**config.mk**
```make
export PLATFORM = sky130hd
export DESIGN_NAME = passageway_plant
export DESIGN_NICKNAME = d
export VERILOG_FILES = /design/src/rtl/passageway_pkg.sv /design/src/rtl/passageway_door_timer.sv /design/src/rtl/passageway_plant.sv
export SDC_FILE = /design/constraint.sdc
export NUM_CORES = 1
export LEC_CHECK = 0
export CORE_UTILIZATION = 43
export CTS_CLUSTER_DIAMETER = 100
export DETAILED_ROUTE_END_ITERATION = 7
export MAX_ROUTING_LAYER = met4
export PLACE_DENSITY = 0.7
export SYNTH_ARGS = -nofsm -noshare
export SYNTH_HDL_FRONTEND = slang
export SYNTH_HIERARCHICAL = 1
export SYNTH_SLANG_ARGS = --single-unit
```
**constraint.sdc**
```tcl
create_clock -name clk -period 2.6 [get_ports clk]
set_input_delay 0.52 -clock clk [delete_from_list [all_inputs] [get_ports clk]]
set_output_delay 0.52 -clock clk [all_outputs]
set_load 0.1 [all_outputs]
```
**src/rtl/passageway_pkg.sv**
```systemverilog
// ============================================================================
//  Module      : passageway_pkg
//  Description : Shared types, constants and zone decode for the passageway
//                plant.
//  Revision    : 1.0 - initial release
// ============================================================================
`default_nettype none

package passageway_pkg;

    typedef enum logic [1:0] {
        CORRIDOR = 2'd0,
        OPEN     = 2'd1,
        DOORSTEP = 2'd2
    } level_t;

    typedef logic [1:0] zone_t;

    localparam int    NZONES    = 4;
    localparam zone_t GOAL_ZONE = 2'd3;

    function automatic logic [NZONES-1:0] zone_onehot(input zone_t z);
        return NZONES'(1) << z;
    endfunction

endpackage

`default_nettype wire

```
**src/rtl/passageway_door_timer.sv**
```systemverilog
// ============================================================================
//  Module      : passageway_door_timer
//  Description : Counts consecutive cycles the door rests in OPEN and flags
//                the cycle on which it must auto-close.
//  Revision    : 1.0 - initial release
// ============================================================================
`default_nettype none

module passageway_door_timer #(
    parameter int DOOR_TIMEOUT = 4,
    parameter int TW           = 8
) (
    input  logic clk,
    input  logic rst,
    input  logic i_clear,
    input  logic i_inc,
    output logic o_expired
);

    localparam logic [TW-1:0] c_LAST = TW'(DOOR_TIMEOUT - 1);

    logic [TW-1:0] r_count;

    always_ff @(posedge clk) begin
        if (rst || i_clear) begin
            r_count <= '0;
        end else if (i_inc) begin
            r_count <= r_count + TW'(1);
        end
    end

    assign o_expired = (r_count == c_LAST);

endmodule

`default_nettype wire

```
**src/rtl/passageway_plant.sv**
```systemverilog
// ============================================================================
//  Module      : passageway_plant
//  Description : Cycle-accurate passageway plant; controllable_* outputs are
//                the decoded successor state (Mealy). Optional fault path
//                enabled by PASSAGEWAY_FAULT_INJECT_EN.
//  Revision    : 1.0 - initial release
// ============================================================================
`default_nettype none

module passageway_plant
    import passageway_pkg::*;
#(
    parameter int DOOR_TIMEOUT = 4,
    parameter int TW           = 8
) (
    input  logic clk,
    input  logic rst,
    input  logic iup,
    input  logic iright,
`ifdef PASSAGEWAY_FAULT_INJECT_EN
    input  logic fault_inj,
`endif
    output logic controllable_zone0,
    output logic controllable_zone1,
    output logic controllable_zone2,
    output logic controllable_zone3,
    output logic controllable_open,
    output logic controllable_doorstep,
    output logic controllable_fault,
    output logic at_goal
);

    level_t              r_level;
    level_t              w_level_nxt;
    zone_t               r_zone;
    zone_t               w_zone_nxt;
    logic                w_fault_nxt;
    logic                w_timer_inc;
    logic                w_expired;
    logic                r_at_goal;
    logic [NZONES-1:0]   w_zone_oh;

`ifdef PASSAGEWAY_FAULT_INJECT_EN
    logic r_fault;

    always_ff @(posedge clk) begin
        if (rst) begin
            r_fault <= 1'b0;
        end else begin
            r_fault <= w_fault_nxt;
        end
    end

    // The request is visible in the successor state of the same cycle.
    assign w_fault_nxt = r_fault | fault_inj;
`else
    assign w_fault_nxt = 1'b0;
`endif

    passageway_door_timer #(
        .DOOR_TIMEOUT (DOOR_TIMEOUT),
        .TW           (TW)
    ) u_door_timer (
        .clk       (clk),
        .rst       (rst),
        .i_clear   (~w_timer_inc),
        .i_inc     (w_timer_inc),
        .o_expired (w_expired)
    );

    always_ff @(posedge clk) begin
        if (rst) begin
            r_level   <= CORRIDOR;
            r_zone    <= '0;
            r_at_goal <= 1'b0;
        end else begin
            r_level   <= w_level_nxt;
            r_zone    <= w_zone_nxt;
            r_at_goal <= (w_zone_nxt == GOAL_ZONE) && !w_fault_nxt;
        end
    end

    always_comb begin
        w_level_nxt = r_level;
        w_zone_nxt  = r_zone;
        unique case (r_level)
            CORRIDOR: begin
                if (!iup) w_level_nxt = OPEN;
            end
            OPEN: begin
                if (iup)            w_level_nxt = CORRIDOR;
                else if (iright)    w_level_nxt = DOORSTEP;
                else if (w_expired) w_level_nxt = CORRIDOR;
            end
            DOORSTEP: begin
                if (iright) begin
                    if ((r_zone != GOAL_ZONE) && !w_fault_nxt) begin
                        w_zone_nxt = r_zone + 2'd1;
                    end
                end else if (iup) begin
                    w_level_nxt = OPEN;
                end
            end
            default: w_level_nxt = CORRIDOR;
        endcase
    end

    // Timer only runs while the door rests in OPEN; any entry restarts it.
    assign w_timer_inc = (r_level == OPEN) && (w_level_nxt == OPEN);

    assign w_zone_oh = zone_onehot(w_zone_nxt);

    assign controllable_zone0    = rst | w_zone_oh[0];
    assign controllable_zone1    = ~rst & w_zone_oh[1];
    assign controllable_zone2    = ~rst & w_zone_oh[2];
    assign controllable_zone3    = ~rst & w_zone_oh[3];
    assign controllable_open     = ~rst & ((w_level_nxt == OPEN) || (w_level_nxt == DOORSTEP));
    assign controllable_doorstep = ~rst & (w_level_nxt == DOORSTEP);
    assign controllable_fault    = ~rst & w_fault_nxt;
    assign at_goal               = r_at_goal;

endmodule

`default_nettype wire

```
==> impl_table.tex <==
\begin{tabular}{lr}
\hline
Metric & Value \\
\hline
\multicolumn{2}{l}{\textbf{Status}} \\
\quad Run status & finished with violations \\
\quad Failing checks & setup timing \\
\multicolumn{2}{l}{\textbf{Critical path}} \\
\quad R2R Setup Slk & -0.02 ns \\
\quad Most repeated library cell on the critical path & sky130\_fd\_sc\_hd\_\_ha\_4 \\
\quad Worst Setup Start Kind & flop \\
\quad Worst setup EP type & output pin \\
\quad Longest individual stage delay on the worst path & 0.47 ns \\
\quad Standard cell with the maximum stage delay on the critical path & sky130\_fd\_sc\_hd\_\_or4b\_4 \\
\quad Largest driver fanout on the critical path & 2 \\
\quad Data required, critical path & 2.08 ns \\
\quad CP Cell Sequence & ha\_4 > or4b\_4 > nor4\_4 > o21ai\_2 > a32oi\_2 > ha\_4 > nor2\_4 > buf\_12 \\
\quad Critical path type & flop to output pin \\
\quad Data arrival time of the critical path & 2.27 ns \\
\multicolumn{2}{l}{\textbf{Clock network}} \\
\quad Number of buffers added by the clock tree synthesis step & 3 \\
\quad CTS hold repair buffers & 0 \\
\quad Buffers from clock root to sink, at most & 2 \\
\quad Clock root buffer master & sky130\_fd\_sc\_hd\_\_clkbuf\_4 \\
\quad CTS tree & yes \\
\quad Clock H-tree levels & 1 \\
\quad Source-to-sink clock delay at the later pin of the worst-skew pair & 0.28 ns \\
\quad Number of clock sinks & 13 \\
\quad Clock transition time at the flip-flop clock pins of the worst setup and hold paths & 0.08 ns \\
\multicolumn{2}{l}{\textbf{Final layout}} \\
\quad Nets@finish & 119 \\
\quad Final Instance Area & 0.00113 mm² \\
\quad Storage cell area & 263 µm² \\
\quad N\_diodes & 0 \\
\quad Most used cells in the layout excluding fill and tap cells & sky130\_fd\_sc\_hd\_\_buf\_4, sky130\_fd\_sc\_hd\_\_nor2\_1, sky130\_fd\_sc\_hd\_\_dfxtp\_1, sky130\_fd\_sc\_hd\_\_buf\_12 \\
\quad Share of cells above drive strength 1 & 47.3\% \\
\quad Most common cell after layout, fill and taps aside & sky130\_fd\_sc\_hd\_\_buf\_4 \\
\quad Layout overhead on the synthesized area & 61.0\% \\
\quad Number of fill cells & 105 \\
\quad Multi-input gate area & 514 µm² \\
\quad Filler-free cell count of the finished design & 126 \\
\multicolumn{2}{l}{\textbf{Yosys}} \\
\quad Sequential-to-total area share from yosys stat & 37.1\% \\
\quad Synth top area share & 37.1\% \\
\quad Ranking of synthesized cells by area & sky130\_fd\_sc\_hd\_\_dfxtp\_1, sky130\_fd\_sc\_hd\_\_ha\_1, sky130\_fd\_sc\_hd\_\_nor2\_1 \\
\quad Cells after Synth & 83 \\
\quad Cell Area, Synth & 702 µm² \\
\quad Cell accounting for the most synthesized area & sky130\_fd\_sc\_hd\_\_dfxtp\_1 \\
\quad Count of cell types in the netlist & 30 \\
\quad Net Count, Synth & 91 \\
\quad Yosys warning total & 6 \\
\quad Synth Register Bits & 13 \\
\quad Post-synthesis average cell area & 8.46 µm² \\
\multicolumn{2}{l}{\textbf{Die}} \\
\quad Initial Utilization & 46.1\% \\
\quad Die Y & 42.4 µm \\
\quad Core box area & 0.00152 mm² \\
\quad Floorplan die width & 42.4 µm \\
\quad Number of core rows & 14 \\
\quad Top Ports & 12 \\
\quad Area of the die & 0.00180 mm² \\
\multicolumn{2}{l}{\textbf{STA}} \\
\quad Period minus WS final & 2.79 ns \\
\quad Highest clock frequency the design can meet & 359 MHz \\
\quad Fin. Hold Viols & 0 \\
\quad Number of max-slew violations in the final report & 0 \\
\quad Unrepaired setup endpoints after global routing & yes \\
\quad Post-route fraction of the period consumed by the critical path & 107\% \\
\quad Setup violators final & 3 \\
\quad Final Skew & 0.00582 ns \\
\quad Worst-case hold slack & 0.541 ns \\
\quad Min setup slack post-route & -0.188 ns \\
\multicolumn{2}{l}{\textbf{Detailed routing}} \\
\quad Violation count after the first detailed-routing iteration & 8 \\
\quad Final WL & 1630 µm \\
\quad Via total after detailed routing & 682 \\
\quad Routed wirelength normalized by instance count & 12.9 µm \\
\quad \# DRC & 0 \\
\quad Avg Vias per Cell & 5.41 \\
\quad Drt pass-1 iters & 4 \\
\quad Remaining antenna violation count after routing & 0 \\
\multicolumn{2}{l}{\textbf{GRT}} \\
\quad Most congested layer reported by global routing & met2 \\
\quad First-pass GRT wire length & 2390 µm \\
\quad Congestion Overflow GR & 0 \\
\quad Number of global-route vias before repair & 587 \\
\quad Met3 track demand over resource & 6.47\% \\
\quad Pin count of the biggest net entering global routing & 8 \\
\quad Initial antenna violation count & 0 \\
\quad Met1 capacity usage during global routing & 22.3\% \\
\quad Met2 Resource Use GR & 28.3\% \\
\quad Tot GR Track Use & 18.0\% \\
\multicolumn{2}{l}{\textbf{Placement}} \\
\quad Cell Count Post-Placement & 119 \\
\quad Cell area reported after detailed placement & 990 µm² \\
\quad Placer's final routability congestion estimate & 0.858 \\
\quad Detailed placer's ending HPWL & 1030 µm \\
\quad \# port buffers & 10 \\
\multicolumn{2}{l}{\textbf{Power}} \\
\quad Power Internal & 0.000293 W \\
\quad Switching component of the power & 0.000112 W \\
\quad Worst voltage drop across the vdd grid & 0.000273 V \\
\quad Sequential share of power & 50.2\% \\
\quad Clock power share & 30.8\% \\
\quad Standby leakage power & 0.435 nW \\
\quad Portion of total power attributed to combinational logic & 19.0\% \\
\quad Power consumption & 0.000404 W \\
\quad Net switching share of the total power & 27.6\% \\
\quad Power density of the placed cells & 358 mW/mm² \\
\multicolumn{2}{l}{\textbf{Worst hold path}} \\
\quad Path type of the worst min-delay path & flop to flop \\
\multicolumn{2}{l}{\textbf{Flow run}} \\
\quad \# Max-Cap Violations & 0 \\
\hline
\end{tabular}
==> final timing paths <==
path | startpoint | end | cells past startpoint
setup / recovery | u_door_timer/r_count[0] | controllable_open | 8
setup reg to reg | u_door_timer/r_count[0] | u_door_timer/r_count[7] | 15
hold reg to reg | u_door_timer/r_count[5] | u_door_timer/r_count[5] | 2
hold / removal | u_door_timer/r_count[5] | u_door_timer/r_count[5] | 2
==> power by group through the flow <==
stage | sequential (W) | combinational [W] | clock [W]
floorplan | 0.000207 | 0.0000436 | 0
global placement | 0.000207 | 0.0000670 | 0
detailed placement | 0.000207 | 0.0000682 | 0
CTS | 0.000203 | 0.0000698 | 0.000127
global route | 0.000203 | 0.0000807 | 0.000138
finish | 0.000203 | 0.0000768 | 0.000125
==> timing repair <==
item                                    CTS  global route
pin swaps                                 1            10
gates resized for setup                   8            16
endpoints found under the setup margin    2             8
setup buffers                             0             3
==> final cells by class <==
class | instances | share of cell area [%]
Sequential cell | 13 | 23.3
Multi-Input combinational cell | 62 | 45.5
Timing Repair Buffer | 27 | 25.6
Inverter | 4 | 1.55
Tap cell | 16 | 1.77
Clock buffer | 4 | 2.33
==> routing by layer <==
metal / vias up / share of wire, %
li1: 339 / -
met1: 329 / 44
met2: 12 / 50
met3: 2 / 4.0
met4: 0 / 1.5
met5: - / 0
==> cell families after synthesis <==
group,after synthesis,synth area share (%)
adders and majority gates,4,7.13
buffers and inverters,8,5.35
DFF,13,37.1
muxes,1,1.43
xor gates and xnor gates,5,6.24
and+or+nand+nor,39,30.7
AOI/OAI and AO/OA,12,11.6
other,1,0.534
==> flip-flops by register name (all words and copies together) (netlist names) <==
signal                flops
u_door_timer/r_count      8
at_goal                   1
r_zone                    2
r_level                   2
==> worst max-delay path: cells and delay by family, from the launching register on <==
kind                       cells  cell delay (ns)
buffers and inverters          1             0.18
adders and majority gates      2             0.38
AOI/OAI and AO/OA              2             0.32
and+or+nand+nor                3             0.76
DFF                            1             0.36
==> per-stage QoR <==
step | setup WS, ns | util, % | TNS, ns
after floorplan | -0.102 | - | -0.107
after global placement | -0.0634 | 64.9 | -0.194
after detailed placement | -0.138 | 64.9 | -0.445
after CTS | -0.268 | 69.4 | -0.442
after global routing | -0.285 | 74.1 | -1.06
final | -0.188 | 74.1 | -0.346
==> cells in the mapped netlist, drive strengths merged <==
cell    number
dfxtp       13
nor2        13
nand2        5
ha           4
inv          4
nor3b        4
a21oi        3
nand4        3
o21ai        3
xor2         3
a32oi        2
buf          2
clkbuf       2
nor2b        2
nor3         2
nor4         2
or2          2
or3          2
xnor2        2
a21o         1
and3b        1
conb         1
mux2i        1
nand2b       1
nand3b       1
o21a         1
o21ba        1
o31a         1
or4b         1
Note: power is estimated with default switching activity, not from simulation.
